$ cat config.mk
export PLATFORM = sky130hd
export DESIGN_NAME = cpu_ctrl_fsm
export DESIGN_NICKNAME = d
export VERILOG_FILES = /design/src/rtl/cpu_ctrl_fsm.sv
export SDC_FILE = /design/constraint.sdc
export NUM_CORES = 1
export LEC_CHECK = 0
export BUFFER_PORTS_ARGS = -buffer_cell sky130_fd_sc_hd__buf_2
export CAP_MARGIN = 5
export CORE_MARGIN = 10
export CORE_UTILIZATION = 45
export DETAILED_ROUTE_END_ITERATION = 8
export PLACE_DENSITY_LB_ADDON = 0.3
export SLEW_MARGIN = 20
export SYNTH_ARGS = -nofsm -noshare
export SYNTH_HDL_FRONTEND = slang
export SYNTH_SLANG_ARGS = --single-unit
export TNS_END_PERCENT = 50
$ cat constraint.sdc
create_clock -name clk -period 2.6 [get_ports clk]
set_clock_uncertainty 0.05 [all_clocks]
set_input_delay 0.26 -clock clk [delete_from_list [all_inputs] [get_ports clk]]
set_output_delay 0.26 -clock clk [all_outputs]
set_load 0.02 [all_outputs]
$ cat src/rtl/cpu_ctrl_fsm.sv
// cpu_ctrl_fsm: Moore control sequencer for the simple RISC datapath.
// Fetch (IF1/IF2), PC update, decode, then a short execute sequence per
// instruction class. All strobes decode from the state and the live IR.
// Optional feature: define MEM_LDST_EN to decode LDR (011_00) and STR (100_00);
// otherwise those encodings halt with illegal set.
module cpu_ctrl_fsm #(
  parameter int MEM_WAIT = 1
) (
  input  logic        clk,
  input  logic        rst,
  input  logic [15:0] ir,
  output logic        load_ir,
  output logic        load_pc,
  output logic        pc_sel,
  output logic        addr_sel,
  output logic        load_addr,
  output logic [1:0]  mem_cmd,
  output logic [2:0]  readnum,
  output logic [2:0]  writenum,
  output logic        write,
  output logic [1:0]  vsel,
  output logic        loada,
  output logic        loadb,
  output logic        loadc,
  output logic        loads,
  output logic        asel,
  output logic        bsel,
  output logic        shift_en,
  output logic        halted,
  output logic        illegal
);

  typedef enum logic [4:0] {
    S_RST, S_IF1, S_IF2, S_UPD, S_DEC, S_WIMM, S_GA, S_GB, S_ALU, S_CMP,
    S_WB, S_HALT, S_ADR, S_LA, S_MRD, S_LDWB, S_GBD, S_PASS, S_MWR
  } state_t;

  state_t     state, state_n;
  logic [3:0] wait_cnt;
  logic       wait_done;
  logic       counting;

  // IR fields; ir[4:3] is the shift amount consumed by the datapath shifter.
  logic [4:0] key;
  logic [2:0] rn, rd, rm;
  logic       unused_shift;
  assign key          = ir[15:11];
  assign rn           = ir[10:8];
  assign rd           = ir[7:5];
  assign rm           = ir[2:0];
  assign unused_shift = ^ir[4:3];

  logic is_movi, is_movr, is_add, is_and, is_cmp, is_mvn, is_halt, legal;
  assign is_movi = (key == 5'b11010);
  assign is_movr = (key == 5'b11000);
  assign is_add  = (key == 5'b10100);
  assign is_and  = (key == 5'b10110);
  assign is_cmp  = (key == 5'b10101);
  assign is_mvn  = (key == 5'b10111);
  assign is_halt = (ir[15:13] == 3'b111);

`ifdef MEM_LDST_EN
  logic is_ldr, is_str;
  assign is_ldr = (key == 5'b01100);
  assign is_str = (key == 5'b10000);
  assign legal  = is_movi | is_movr | is_add | is_and | is_cmp | is_mvn |
                  is_halt | is_ldr | is_str;
`else
  assign legal  = is_movi | is_movr | is_add | is_and | is_cmp | is_mvn |
                  is_halt;
`endif

  // Memory reads stay in their state for MEM_WAIT cycles in total.
  assign counting  = (state == S_IF1) || (state == S_MRD);
  assign wait_done = (wait_cnt == 4'(MEM_WAIT - 1));

  // State register, wait counter and sticky illegal flag.
  always_ff @(posedge clk) begin
    if (rst) begin
      state    <= S_RST;
      wait_cnt <= '0;
      illegal  <= 1'b0;
    end else begin
      state    <= state_n;
      wait_cnt <= (counting && !wait_done) ? wait_cnt + 4'd1 : 4'd0;
      if (state == S_DEC && !legal) illegal <= 1'b1;
    end
  end

  // Next-state sequencing.
  always_comb begin
    state_n = state;
    case (state)
      S_RST:  state_n = S_IF1;
      S_IF1:  state_n = wait_done ? S_IF2 : S_IF1;
      S_IF2:  state_n = S_UPD;
      S_UPD:  state_n = S_DEC;
      S_DEC: begin
        if (is_movi)                     state_n = S_WIMM;
        else if (is_movr || is_mvn)      state_n = S_GB;
        else if (is_add || is_and || is_cmp) state_n = S_GA;
`ifdef MEM_LDST_EN
        else if (is_ldr || is_str)       state_n = S_GA;
`endif
        else                             state_n = S_HALT;
      end
      S_WIMM: state_n = S_IF1;
`ifdef MEM_LDST_EN
      S_GA:   state_n = (is_ldr || is_str) ? S_ADR : S_GB;
      S_ADR:  state_n = S_LA;
      S_LA:   state_n = is_ldr ? S_MRD : S_GBD;
      S_MRD:  state_n = wait_done ? S_LDWB : S_MRD;
      S_LDWB: state_n = S_IF1;
      S_GBD:  state_n = S_PASS;
      S_PASS: state_n = S_MWR;
      S_MWR:  state_n = S_IF1;
`else
      S_GA:   state_n = S_GB;
`endif
      S_GB:   state_n = is_cmp ? S_CMP : S_ALU;
      S_ALU:  state_n = S_WB;
      S_CMP:  state_n = S_IF1;
      S_WB:   state_n = S_IF1;
      S_HALT: state_n = S_HALT;
      default: state_n = S_HALT;
    endcase
  end

  // Moore strobe decode; anything not named for a state stays 0.
  always_comb begin
    load_ir   = 1'b0;
    load_pc   = 1'b0;
    pc_sel    = 1'b0;
    addr_sel  = 1'b0;
    load_addr = 1'b0;
    mem_cmd   = 2'b00;
    readnum   = 3'd0;
    writenum  = 3'd0;
    write     = 1'b0;
    vsel      = 2'b00;
    loada     = 1'b0;
    loadb     = 1'b0;
    loadc     = 1'b0;
    loads     = 1'b0;
    asel      = 1'b0;
    bsel      = 1'b0;
    shift_en  = 1'b0;
    halted    = 1'b0;
    case (state)
      S_RST:  load_pc = 1'b1;
      S_IF1:  begin addr_sel = 1'b1; mem_cmd = 2'b01; end
      S_IF2:  begin addr_sel = 1'b1; mem_cmd = 2'b01; load_ir = 1'b1; end
      S_UPD:  begin load_pc = 1'b1; pc_sel = 1'b1; end
      S_WIMM: begin writenum = rn; vsel = 2'b01; write = 1'b1; end
      S_GA:   begin readnum = rn; loada = 1'b1; end
      S_GB:   begin readnum = rm; loadb = 1'b1; end
      // MOV reg passes B through by zeroing the A operand.
      S_ALU:  begin shift_en = 1'b1; loadc = 1'b1; asel = is_movr; end
      S_CMP:  begin shift_en = 1'b1; loads = 1'b1; end
      S_WB:   begin writenum = rd; vsel = 2'b00; write = 1'b1; end
      S_HALT: halted = 1'b1;
`ifdef MEM_LDST_EN
      S_ADR:  begin bsel = 1'b1; loadc = 1'b1; end
      S_LA:   load_addr = 1'b1;
      S_MRD:  mem_cmd = 2'b01;
      S_LDWB: begin writenum = rd; vsel = 2'b11; write = 1'b1; end
      S_GBD:  begin readnum = rd; loadb = 1'b1; end
      S_PASS: begin asel = 1'b1; loadc = 1'b1; end
      S_MWR:  mem_cmd = 2'b10;
`endif
      default: ;
    endcase
  end

endmodule
==> results of run 1 <==
==> flip-flops by register name, summed over array words and instances (netlist names) <==
| register | cells |
|---|---|
| illegal | 1 |
| state | 4 |
| wait_cnt | 4 |
==> cell usage after synthesis (2+ instances only) <==
cell      count  area share, %
nand2_1       4            2.0
nand2b_4      2            3.6
buf_6         3            4.4
nand2b_1      4            3.3
a22o_1        6            6.8
dfxtp_1       9             23
inv_1         4            2.0
xor2_1        2            2.3
o21ai_0       2            1.3
nor3b_1       2            2.0
nor3_1        2            1.3
buf_4         7            6.8
nor2_1       19            9.3
a21oi_1       6            3.9
nand3_1       3            2.0
ha_1          2            3.3
and3_1        3            2.4
==> area by class of cell <==
cell class                 instances  share of cell area [%]
tap                               16                   2.171
clock buffer                       3                   2.442
multi-input combinational         79                   54.14
timing repair buffer              36                   19.54
sequential                         9                   19.54
inverter                           4                   1.628
clock inverter                     1                  0.5427
==> stage by stage <==
stage	area [µm²]	setup slack (ns)	power, mW
2_1_floorplan	780.7	0.7302	0.2499
3_3_place_gp	894.6	0.9181	0.2729
3_5_place_dp	894.6	0.8693	0.2754
4_1_cts	922.1	0.5755	0.3864
5_1_grt	922.1	0.4583	0.4100
6_report	922.1	0.5776	0.3815
==> cell families (layout without fill, tap and decap cells) <==
group           count (synthesis)  after routing
xor+xnor                        3              3
fa+ha+maj                       2              2
simple gates                   47             47
flops                           9              9
buf+inv                        14             44
mux                             1              1
other cells                     1              4
compound gates                 22             22
==> per-layer routing <==
layer | share of wire [%] | wire length (µm) | GRT usage (%)
met1 | 35 | 765 | 11.33
met2 | 58 | 1258 | 21.60
met3 | 6.2 | 134 | 3.704
met4 | 0.74 | 16 | 6.051
met5 | 0 | 0 | 0
==> path summary, 6_finish.rpt <==
check / start / end / depth (start not counted)
max: state[0] / readnum[2] / 4
min: rst / state[3] / 2
max reg2reg: wait_cnt[0] / state[0] / 6
min reg2reg: wait_cnt[0] / wait_cnt[0] / 1
==> power by group through the flow <==
stage / clock [mW] / sequential (mW) / combinational [mW]
final: 0.109 / 0.159 / 0.114
after global routing: 0.125 / 0.161 / 0.124
after CTS: 0.114 / 0.159 / 0.114
after detailed placement: 0 / 0.162 / 0.113
after global placement: 0 / 0.162 / 0.111
after floorplan: 0 / 0.149 / 0.101
==> critical path, stage by stage, from the launching register on <==
cell and delay (ns):
dfxtp_1 0.59, nand2b_1 0.33, nor2_1 0.13, a22o_1 0.24, buf_2 0.16
==> results.py, run 1 <==
metrics = {
    "outcome": {
        "status": "finished, final reports clean",
    },
    "power": {
        "pwr-share-comb_pct": 29.9,
        "ir_drop_mv": 0.3285,
        "power.density_mw_per_mm2": 413.7,
        "leakage_nw": 0.4529,
        "swShare_pct": 35.96,
        "p_clk_share_pct": 28.5,
        "p_sw_mw": 0.1372,
        "power_frac_seq_pct": 41.6,
        "intPower_mw": 0.2443,
    },
    "global_routing": {
        "grt_antenna_before_repair": 0,
        "grt_pass1_wl_um": 3429,
        "grtUsageTotal_pct": 11.66,
        "grt-ovfl-total": 0,
        "grt_pass1_vias": 774,
        "grt_max_degree": 13,
    },
    "die": {
        "rows": 14,
        "start_util_pct": 49.36,
        "dieHeight_um": 61.35,
        "die_w_um": 61.35,
        "core-area_mm2": 0.001559,
        "pin_count": 43,
        "dieArea_mm2": 0.003764,
    },
    "timing": {
        "min_period_ns": 2.022,
        "fin_crit_sh_pct": 77.78,
        "setup_viol": 0,
        "report.final.slew_viol_count": 0,
        "hold_ws_ns": 0.1903,
        "hold_viol_final": 0,
        "max_freq_mhz": 494.5,
        "setup_tns_ns": 0,
        "rsz0062_at_grt": "no",
    },
    "final_layout": {
        "areaGrowthSynthToFinish_pct": 19.84,
        "nFillCells": 150,
        "n_antenna_cell": 0,
        "multiInputGateArea_um2": 499.2,
        "drive_gt1_share_pct": 36.36,
        "stdcell_count": 148,
        "register_area_um2": 180.2,
        "layout_commonest_cell": "buf_2",
        "fin_util_pct": 59.15,
        "final_cell_mix": "buf_2 (36), nor2_1 (19), dfxtp_1 (9)",
        "nets": 153,
    },
    "synthesis": {
        "syn_area_um2": 769.5,
        "yosys.area_share.simple_pct": 33.98,
        "synth_seq_cells": 9,
        "ys_seq_area_share_pct": 23.41,
        "syn_area_per_cell_um2": 7.773,
        "synth_mux_area_share_pct": 1.463,
        "synth-adder-area-share_pct": 3.252,
        "synthXorXnorAreaFrac_pct": 3.415,
        "ys_warn_count": 0,
        "synth_edf_count": 0,
        "async_flop_share_pct": 0,
        "synthCells": 99,
        "synth_cell_type_count": 36,
        "synth_top_family_by_area": "simple AND/OR/NAND/NOR gates",
        "synth_top_flop_cell": "dfxtp_1",
        "synth_compound_gate_area_share_pct": 20.81,
    },
    "clock_tree": {
        "cts-hold-fix-buffers": 0,
        "cts-resized-gates": 0,
        "post_cts_buffers": 0,
        "clock_sinks": 9,
        "ctsLongestPathBuffers": 2,
        "cts_buffers": 3,
        "cts_root_buf": "clkbuf_4",
        "path_clk_slew_ns": 0.06,
        "clk_latency_ns": 0.26,
        "cts_tree": "yes",
        "htree_levels": 1,
    },
    "placement": {
        "dp.final_hpwl_um": 1782,
        "numPortBuffers": 36,
        "place.gp.congestion": 0.8538,
        "placed_cells": 144,
    },
    "route": {
        "wl_per_cell_um": 14.68,
        "viasPerCell": 5.203,
        "vias": 770,
        "drt_iter0_drc": 33,
        "finalWirelength_um": 2173,
        "ant_nets": 0,
        "remaining_drc_errors": 0,
        "dr.pass1.iters": 5,
    },
    "worst_setup_path": {
        "cp-start-kind": "flip-flop",
        "worstSetupEndpointType": "primary output",
        "ff2ff_setup_slack_ns": 1.15,
        "cp_data_required_time_ns": 2.29,
        "crit_fanout": 12,
        "path_class": "flip-flop to primary output",
        "worstPathArrival_ns": 1.71,
    },
    "hold_path": {
        "hold_class": "input port to flip-flop",
    },
    "flow_run": {
        "maxCapViolations": 0,
    },
}
No activity file was read; power rests on OpenSTA's default activity.
==> run 2, diff against run 1 <==
CORE_ASPECT_RATIO = 0.75   (was not set)
CORE_UTILIZATION = 43   (was 45)
clock period = 2.09 ns   (was 2.6 ns; I/O delays follow)
==> results.py, run 2 (synthesized netlist as in run 1, its figures left out) <==
metrics = {
    "route": {
        "wl_per_cell_um": 14.71,
        "m1WireLength_um": 1031,
        "finalWirelength_um": 2265,
        "top_layer_used": "met4",
        "ant_nets": 0,
        "vias": 809,
        "drt_iter0_drc": 24,
        "met3WireLength_um": 189,
        "remaining_drc_errors": 0,
        "wl_met2_um": 1011,
        "viasPerCell": 5.253,
        "dr.pass1.iters": 4,
    },
    "clock_tree": {
        "cts-hold-fix-buffers": 0,
        "cts_tree": "yes",
        "htree_levels": 1,
        "path_clk_slew_ns": 0.06,
        "ctsLongestPathBuffers": 2,
        "post_cts_buffers": 0,
        "clock_sinks": 9,
        "clk_latency_ns": 0.26,
        "cts_root_buf": "clkbuf_4",
        "cts_buffers": 3,
    },
    "worst_setup_path": {
        "cp-start-kind": "flip-flop",
        "worstPathArrival_ns": 1.58,
        "path_cells": "nand2b_1 > nor2_1 > a22o_1 > buf_2",
        "cpMaxStageDelayCell": "dfxtp_2",
        "path_class": "flip-flop to primary output",
        "worstSetupEndpointType": "primary output",
        "critPathMaxStageDelay_ns": 0.39,
        "crit_fanout": 12,
        "cp_data_required_time_ns": 1.83,
    },
    "power": {
        "power.density_mw_per_mm2": 508.4,
        "swShare_pct": 34.93,
        "leakage_nw": 0.4507,
        "intPower_mw": 0.3080,
        "p_sw_mw": 0.1653,
        "pwr-share-comb_pct": 30.0,
        "power_frac_seq_pct": 42.2,
        "p_clk_share_pct": 27.8,
        "ir_drop_mv": 0.3685,
    },
    "global_routing": {
        "grt_pass1_wl_um": 3705,
        "grt-ovfl-total": 0,
        "grt_pass1_vias": 808,
        "grt_max_degree": 13,
        "grt_antenna_before_repair": 0,
        "grtUsageTotal_pct": 11.84,
    },
    "flow_run": {
        "maxCapViolations": 0,
    },
    "die": {
        "die_w_um": 68.85,
        "dieArea_mm2": 0.003899,
        "pin_count": 43,
        "dieHeight_um": 56.64,
        "core-area_mm2": 0.001708,
        "start_util_pct": 45.05,
        "rows": 13,
    },
    "final_layout": {
        "n_antenna_cell": 0,
        "multiInputGateArea_um2": 499.2,
        "largestRegisters": "state x4, wait_cnt x4, illegal x1",
        "layout_commonest_cell": "buf_2",
        "nets": 153,
        "fin_util_pct": 54.51,
        "areaGrowthSynthToFinish_pct": 20.98,
        "nFillCells": 165,
        "register_area_um2": 182.7,
        "final_cell_mix": "buf_2 (36), nor2_1 (19), dfxtp_1 (7)",
        "drive_gt1_share_pct": 37.12,
    },
    "timing": {
        "report.final.slew_viol_count": 0,
        "min_period_ns": 1.843,
        "max_freq_mhz": 542.7,
        "fin_crit_sh_pct": 88.17,
        "setup_tns_ns": 0,
        "hold_ws_ns": 0.1426,
        "setup_viol": 0,
        "hold_viol_final": 0,
        "rsz0062_at_grt": "no",
    },
    "placement": {
        "place.gp.congestion": 0.8419,
        "dp.final_hpwl_um": 1868,
        "numPortBuffers": 36,
    },
    "hold_path": {
        "hold_class": "input port to flip-flop",
    },
    "outcome": {
        "status": "finished, final reports clean",
    },
}
==> run 2: cell types whose count changed in the layout (fill, tap and decap cells not counted), sizes merged <==
| cell | previous run | this run |
|---|---|---|
| clkbuf | 3 | 4 |
| clkinv | 1 | 0 |
==> run 2: path summary, 6_finish.rpt <==
kind | slack (ns) | cells after the start | to | start
max | 0.25 | 4 | readnum[2] | state[0]
min | 0.14 | 2 | state[0] | rst
max reg2reg | 0.70 | 6 | state[1] | wait_cnt[0]
min reg2reg | 0.42 | 1 | wait_cnt[0] | wait_cnt[0]
==> run 2: cell type report <==
cell class	instances	area share (%)
multi-input cells	79	53.63
clock buffers	4	2.823
inverters	4	1.613
flip-flops and latches	9	19.62
repair buffers	36	19.35
well taps	22	2.957
==> run 2: routing by layer <==
| metal | up-vias | track usage (%) |
|---|---|---|
| li1 | 400 | - |
| met1 | 372 | 15.21 |
| met2 | 33 | 16.93 |
| met3 | 4 | 5.347 |
| met4 | 0 | 3.652 |
| met5 | - | 0 |
==> run 2: power groups by stage <==
| stage | combinational (mW) | clock, mW | sequential (mW) |
|---|---|---|---|
| finish | 0.142 | 0.132 | 0.200 |
| global route | 0.154 | 0.146 | 0.202 |
| CTS | 0.141 | 0.136 | 0.198 |
| detailed placement | 0.141 | 0 | 0.202 |
| global placement | 0.138 | 0 | 0.201 |
| floorplan | 0.125 | 0 | 0.186 |
==> run 2: stage by stage <==
stage	total power [mW]	instances	cell area [µm²]	setup slack [ns]
2_1_floorplan	0.3109	102	780.7	0.2712
3_3_place_gp	0.3391	150	902.1	0.4494
3_5_place_dp	0.3428	150	902.1	0.3889
4_1_cts	0.4756	154	928.4	0.1093
5_1_grt	0.5014	154	930.9	0.1192
6_report	0.4733	154	930.9	0.2473
==> run 2: what timing repair did <==
action | 4_1_cts | 5_1_grt
hold endpoints to repair | 0 | 0
resized for setup | 0 | 2
setup endpoints to repair | 0 | 5
==> run 2: worst max-delay path, delay by kind of cell, from the launching register on <==
kind,cells,cell delay [ns]
buffers and inverters,1,0.17
and+or+nand+nor,2,0.58
AOI/OAI and AO/OA,1,0.20
DFF,1,0.39
